File: config.mk
export PLATFORM = sky130hd
export DESIGN_NAME = tetris_input_ctrl
export DESIGN_NICKNAME = d
export VERILOG_FILES = /design/src/rtl/tetris_pkg.sv /design/src/rtl/tetris_btn_chan.sv /design/src/rtl/tetris_input_ctrl.sv
export SDC_FILE = /design/constraint.sdc
export NUM_CORES = 1
export LEC_CHECK = 0
export BUFFER_PORTS_ARGS = -buffer_cell sky130_fd_sc_hd__buf_4
export CORE_MARGIN = 2
export CORE_UTILIZATION = 50
export CTS_BUF_LIST = sky130_fd_sc_hd__clkbuf_4 sky130_fd_sc_hd__clkbuf_8 sky130_fd_sc_hd__clkbuf_16
export DETAILED_ROUTE_END_ITERATION = 10
export GPL_ROUTABILITY_DRIVEN = 1
export PLACE_DENSITY = 0.74
export SETUP_SLACK_MARGIN = 0.1
export SLEW_MARGIN = 5
export SYNTH_ARGS = -nofsm -noshare
export SYNTH_HDL_FRONTEND = slang
export SYNTH_SLANG_ARGS = --single-unit
File: constraint.sdc
create_clock -name clk -period 4.32 [get_ports clk]
set_clock_uncertainty 0.1 [all_clocks]
set_input_delay 0.864 -clock clk [delete_from_list [all_inputs] [get_ports clk]]
set_output_delay 0.864 -clock clk [all_outputs]
set_load 0.1 [all_outputs]
File: src/rtl/tetris_pkg.sv
// tetris_pkg: shared types and constants for the Tetris button front end.
package tetris_pkg;
    typedef enum logic [1:0] {IDLE, DELAY, REPEAT} rpt_state_e;
    localparam int BTN_RIGHT = 0;
    localparam int BTN_LEFT  = 1;
    localparam int BTN_ROT   = 2;
    localparam int BTN_DROP  = 3;
    function automatic int imax(input int a, input int b);
        return (a > b) ? a : b;
    endfunction
endpackage

File: src/rtl/tetris_btn_chan.sv
// tetris_btn_chan: one button channel - synchroniser, debouncer and auto-repeat FSM.
module tetris_btn_chan
    import tetris_pkg::*;
#(
    parameter int DEB_CYCLES    = 4,
    parameter int REPEAT_DELAY  = 10,
    parameter int REPEAT_PERIOD = 3
) (
    input  logic clk,
    input  logic rst,
    input  logic en,
    input  logic repeat_en,
    input  logic raw,
    output logic held,
    output logic pulse
);
    localparam int CW = $clog2(DEB_CYCLES + 1);
    localparam int TW = $clog2(imax(REPEAT_DELAY, REPEAT_PERIOD) + 1);

    logic [1:0]    sync;
    logic [CW-1:0] cnt;
    logic [TW-1:0] timer, timer_nx;
    rpt_state_e    state, state_nx;
    logic          flip, rise, fall, pulse_nx;

    // flip marks the edge where the debounced level changes; the FSM reacts on the same edge
    assign flip = (sync[1] != held) && (cnt == CW'(DEB_CYCLES - 1));
    assign rise = flip && sync[1];
    assign fall = flip && !sync[1];

    always_ff @(posedge clk) begin
        if (rst) begin
            sync  <= '0;
            cnt   <= '0;
            held  <= 1'b0;
            state <= IDLE;
            timer <= '0;
            pulse <= 1'b0;
        end else begin
            sync  <= {sync[0], raw};
            cnt   <= (sync[1] == held || flip) ? '0 : cnt + 1'b1;
            held  <= flip ? sync[1] : held;
            state <= state_nx;
            timer <= timer_nx;
            pulse <= pulse_nx;
        end
    end

    always_comb begin
        state_nx = state;
        timer_nx = timer;
        pulse_nx = 1'b0;
        if (fall) begin
            state_nx = IDLE;
            timer_nx = '0;
        end else if (!en) begin
            // paused: held buttons park in DELAY so the full delay restarts on resume
            state_nx = (held || rise) ? DELAY : IDLE;
            timer_nx = '0;
        end else if (rise) begin
            state_nx = DELAY;
            timer_nx = '0;
            pulse_nx = 1'b1;
        end else begin
            case (state)
                DELAY: if (repeat_en) begin
                    pulse_nx = (timer == TW'(REPEAT_DELAY - 1));
                    timer_nx = pulse_nx ? '0 : timer + 1'b1;
                    state_nx = pulse_nx ? REPEAT : DELAY;
                end
                REPEAT: begin
                    pulse_nx = (timer == TW'(REPEAT_PERIOD - 1));
                    timer_nx = pulse_nx ? '0 : timer + 1'b1;
                end
                default: ;
            endcase
        end
    end
endmodule

File: src/rtl/tetris_input_ctrl.sv
// tetris_input_ctrl: N debounced button channels producing rate-limited move pulses.
module tetris_input_ctrl
    import tetris_pkg::*;
#(
    parameter int               N_BTN         = 2,
    parameter int               DEB_CYCLES    = 4,
    parameter int               REPEAT_DELAY  = 10,
    parameter int               REPEAT_PERIOD = 3,
    parameter logic [N_BTN-1:0] REPEAT_MASK   = '1
) (
    input  logic             clk,
    input  logic             rst,
    input  logic             en,
    input  logic [N_BTN-1:0] btn_raw,
    output logic [N_BTN-1:0] btn_held,
    output logic [N_BTN-1:0] btn_pulse
);
    for (genvar i = 0; i < N_BTN; i++) begin : g_chan
        tetris_btn_chan #(
            .DEB_CYCLES   (DEB_CYCLES),
            .REPEAT_DELAY (REPEAT_DELAY),
            .REPEAT_PERIOD(REPEAT_PERIOD)
        ) u_chan (
            .clk      (clk),
            .rst      (rst),
            .en       (en),
            .repeat_en(REPEAT_MASK[i]),
            .raw      (btn_raw[i]),
            .held     (btn_held[i]),
            .pulse    (btn_pulse[i])
        );
    end
endmodule

* Word level (Yosys, flattened, before mapping) *
Index checks and enable logic that the tools add are counted.

storage, ports and cells
  register bits after elaboration = 26
  input bits = 5

operators by class
  add/sub/neg operators = 4
  equality and inequality tests = 16
  mux-type cells = 20
  bitwise gates (word level) = 1
  reduce and logical (&&, ||, !) cells = 22

operators with widths
  cell                                                    number
  two-way mux 2 bit                                       8
  two-way mux 4 bit                                       4
  one-hot mux 4 bit (2 select lines)                      2
  adder 4 x 1 -> 4 bit (second input constant)            2
  equality test 4 x 2 -> 1 bit (second input constant)    2
  equality test 4 bit (second input constant)             2
  OR reduction 2 bit                                      4
  OR reduction 4 bit                                      2
  adder 3 x 1 -> 3 bit (second input constant)            2
  equality test 3 x 2 -> 1 bit (second input constant)    2
  logical AND 1 bit                                       6
  inequality test 3 x 1 -> 1 bit (second input constant)  2
  OR reduction 3 bit                                      2
  equality test 2 x 1 -> 1 bit (second input constant)    2
  equality test 2 bit (second input constant)             2
  logical OR 1 bit                                        4
  two-way mux 1 bit                                       4
  one-hot mux 1 bit (2 select lines)                      2
  nonzero test 2 bit                                      2
  equality test 1 bit                                     2
  logical NOT 1 bit                                       2
  inequality test 1 bit                                   2
  inverter 1 bit                                          1

* Logic depth before layout (Yosys ltp) *
  depth in word-level cells = 6
  depth in mapped cells = 6
  depth with buffers taken out = 5

* Hierarchy *
A second synthesis with hierarchy kept.

second synthesis, totals
  cells, all modules = 137
  area, all modules = 1,217.4 µm²

by module, submodules not included
  module             times used  cells an instance  area each (µm²)  sequential area each (µm²)
  tetris_btn_chan    2           68                 606.8            260.2
  tetris_input_ctrl  1           1                  3.8              0.0

* Worst setup path after synthesis *
Ideal clock, no wire load.

  kind = input port to flip-flop
  from = input port en
  to = register g_chan[0].u_chan.state[0]
  setup time = 74 ps
  arrival = 1,801 ps
  path slack = 2,344 ps
  stages on the path = 4
  path buffers = 1
  cells stage by stage = clkbuf_1 nor3b_1 or4_1 a31oi_1

between the ends
  cells in the longest elaborated chain, start to end = 1

RTL lines
  what                                                                                  line                     RTL
  start: declaration                                                                    tetris_input_ctrl.sv:13  input logic en,
  inequality test 3 x 1 -> 1 bit (no source line) or two-way mux 2 bit (tied branches)  --
  end signal: assignment                                                                tetris_btn_chan.sv:43    state <= state_nx;
  end: declaration                                                                      tetris_btn_chan.sv:23    rpt_state_e state, state_nx;

Several ways; a longest one is shown, not always the timed one.
A chain may end at the register's enable or synchronous reset.

* Worst setup path in the final report *
  from = register g_chan[0].u_chan.held
  to = output port btn_held[0]

RTL lines
  what                      line                     RTL
  start: declaration        tetris_btn_chan.sv:14    output logic held,
  start signal: assignment  tetris_btn_chan.sv:42    held <= flip ? sync[1] : held;
  end: declaration          tetris_input_ctrl.sv:15  output logic [N_BTN-1:0] btn_held,

No word-level cell between the ends.

==> impl_metrics.toml <==
[synth]
synth-seq-cells = 26
synth_top_area_share_pct = 38.20
synth_nets = 165
synth.yosys.seq_area_share_pct = 38.20
synth_top_area_cell = "dfxtp_1"
synth-async-reset-ratio_pct = 0
syn_area_per_cell_sq_um = 8.964
ys_types = 37
synthCells = 152
synthFlopType = "dfxtp_1"
synth_edf_count = 0
ys.warnings.count = 0
netlist_area_sq_mm = 0.001363
synth_area_leaders = "dfxtp_1 38%, ha_1 7.3%, inv_1 4.1%"

[setup_path]
worst-path-buf-inv = 1
cp-end-kind = "output pin"
path_cells = "buf_4"
start_kind = "flip-flop"
critical_path.max_fanout = 9
path_class = "reg2out"
r2r_start = "g_chan[1].u_chan.state[0]"
crit_path_top_delay_cell = "dfxtp_1"
worstSetupStartpoint = "g_chan[0].u_chan.held"
max_stage_delay_ps = 520
crit_family = "flip-flops"
required_ps = 3360
cp.arrival_ps = 1200

[power]
power.switching_w = 0.00007616
total_power_w = 0.0003571
sequentialPowerShare_pct = 68.1
p_clk_share_pct = 28.2
p_comb_share_pct = 3.7
intPower_w = 0.0002809
p_sw_share_pct = 21.33
power.leakage_nw = 0.4987
ir_drop_mv = 0.2509
power_density_mw_per_mm2 = 249.9

[sta]
rsz0062_at_grt = "false"
tns_ps = 0
min_period_ps = 2162
worst_pin_slew_ps = 611.0
slew_headroom_pct = 58.83
hold_viol = 0
fmax_mhz = 462.5
period_share_pct = 50.05
report.final.setup_viol = 0
slew_violations = 0

[cells_and_area]
n_fill_cell = 231
n_antenna_cell = 0
layout-drive-gt1-share_pct = 9.804
syn_to_final_growth_pct = 4.867
final_area_sq_mm = 0.001429
finish.utilization_pct = 56.65
final_nets = 168
final_common_cell = "dfxtp_1"
mostFrequentLayoutCells = "26 x dfxtp_1, 15 x inv_1, 14 x nor2_1"

[drt]
drt_first_iter_violations = 13
num_vias = 1049
wire_per_inst_microns = 12.14
wl_microns = 2221
avgViaCountPerCell = 5.732
drtPass1Iterations = 4
drc = 0
ant_nets = 0

[floorplan]
initial_core_util_pct = 54.02
die_y_microns = 56.20
rows = 18
dieArea_sq_mm = 0.003158
core_area_sq_mm = 0.002522
pin_count = 9
die_x_microns = 56.20

[cts]
cts-root-buf = "clkbuf_4"
post_cts_resized = 0
cts_hold_buf = 0
numCtsBuffers = 3
clock_sinks = 26
cts_max_path_buffers = 2
clk_latency_ps = 320
cts.clk_slew.worst_paths_ps = 130
cts_tree = "done"
htree_levels = 1
postCtsSetupBuffers = 0

[worst_hold_path]
hold_start = "g_chan[1].u_chan.cnt[0]"
hold_path_class = "reg2reg"

[grt]
grt_pass1_wl_microns = 3767
gr-total-overflow = 0
grt_max_degree = 15
antenna_found_initial = 0
grt_pass1_vias = 897
grtUsageTotal_pct = 14.81

[place]
globalplace.congestion = 0.7650
postPlaceCellArea_sq_mm = 0.001406
hpwl_microns = 1641
numPortBuffers = 8

[run]
max_cap_violations = 0

[outcome]
status = "finished, final reports clean"
## metal layers
layer	global-route usage, %	part of all wire (%)
met5	0	0
met4	6.803	1.7
met3	3.256	3.9
met2	23.03	47
met1	19.48	48
## final timing paths
kind	end	slack [ps]	cells after the start
max	btn_held[0]	2160	1
min	g_chan[1].u_chan.cnt[0]	330	1
max reg2reg	g_chan[1].u_chan.timer[1]	2350	5
min reg2reg	g_chan[1].u_chan.cnt[0]	330	1
## cells by family (layout without fill, tap and decap cells)
kind of cell / after synthesis / in the layout / synth area share (%)
DFF: 26 / 26 / 38.20
and+or+nand+nor: 58 / 58 / 27.55
adders and majority gates: 8 / 8 / 7.346
AOI/OAI and AO/OA: 27 / 27 / 13.50
muxes: 2 / 2 / 1.469
buffers and inverters: 25 / 26 / 8.080
xor gates and xnor gates: 6 / 6 / 3.857
## per-stage QoR
| stage | hold WS [ps] | setup WS [ps] | std cells |
|---|---|---|---|
| 6_report | 328.7 | 2158 | 183 |
| 5_1_grt | 355.2 | 2102 | 183 |
| 4_1_cts | 332.6 | 2150 | 183 |
| 2_1_floorplan | 299.1 | 2344 | 152 |
| 3_3_place_gp | 306.1 | 2362 | 180 |
| 3_5_place_dp | 313.7 | 2338 | 180 |
## cell usage after synthesis, drive strengths merged (3+ instances only)
cell type and number:
clkbuf 5, nor2 14, xor2 4, o31ai 3, buf 5, nand3b 4
nand2 7, nor3b 5, inv 15, o221ai 3, and4bb 3, ha 8
nor2b 7, o211ai 3, dfxtp 26, a21oi 8, nand2b 4
## area by class of cell
cell class	count	area (sq um)	area share, %
Sequential cell	26	520.5	36.43
Tap cell	30	37.54	2.627
Clock buffer	3	22.52	1.576
Inverter	15	56.30	3.940
Timing Repair Buffer	8	60.06	4.203
Multi-Input combinational cell	101	732.0	51.23
## state kept, by name (all words and copies together), names as in the netlist
name	cells
g_chan.u_chan.held	2
g_chan.u_chan.timer	8
g_chan.u_chan.pulse	2
g_chan.u_chan.sync	4
g_chan.u_chan.cnt	6
g_chan.u_chan.state	4
## power by group through the flow
| stage | logic (W) | registers [W] | clock network, W |
|---|---|---|---|
| 3_3_place_gp | 0.0000128 | 0.000248 | 0 |
| 5_1_grt | 0.0000150 | 0.000244 | 0.000117 |
| 2_1_floorplan | 0.00000848 | 0.000248 | 0 |
| 4_1_cts | 0.0000135 | 0.000243 | 0.000106 |
| 6_report | 0.0000131 | 0.000243 | 0.000101 |
| 3_5_place_dp | 0.0000134 | 0.000249 | 0 |
Note: power is estimated with default switching activity, not from simulation.
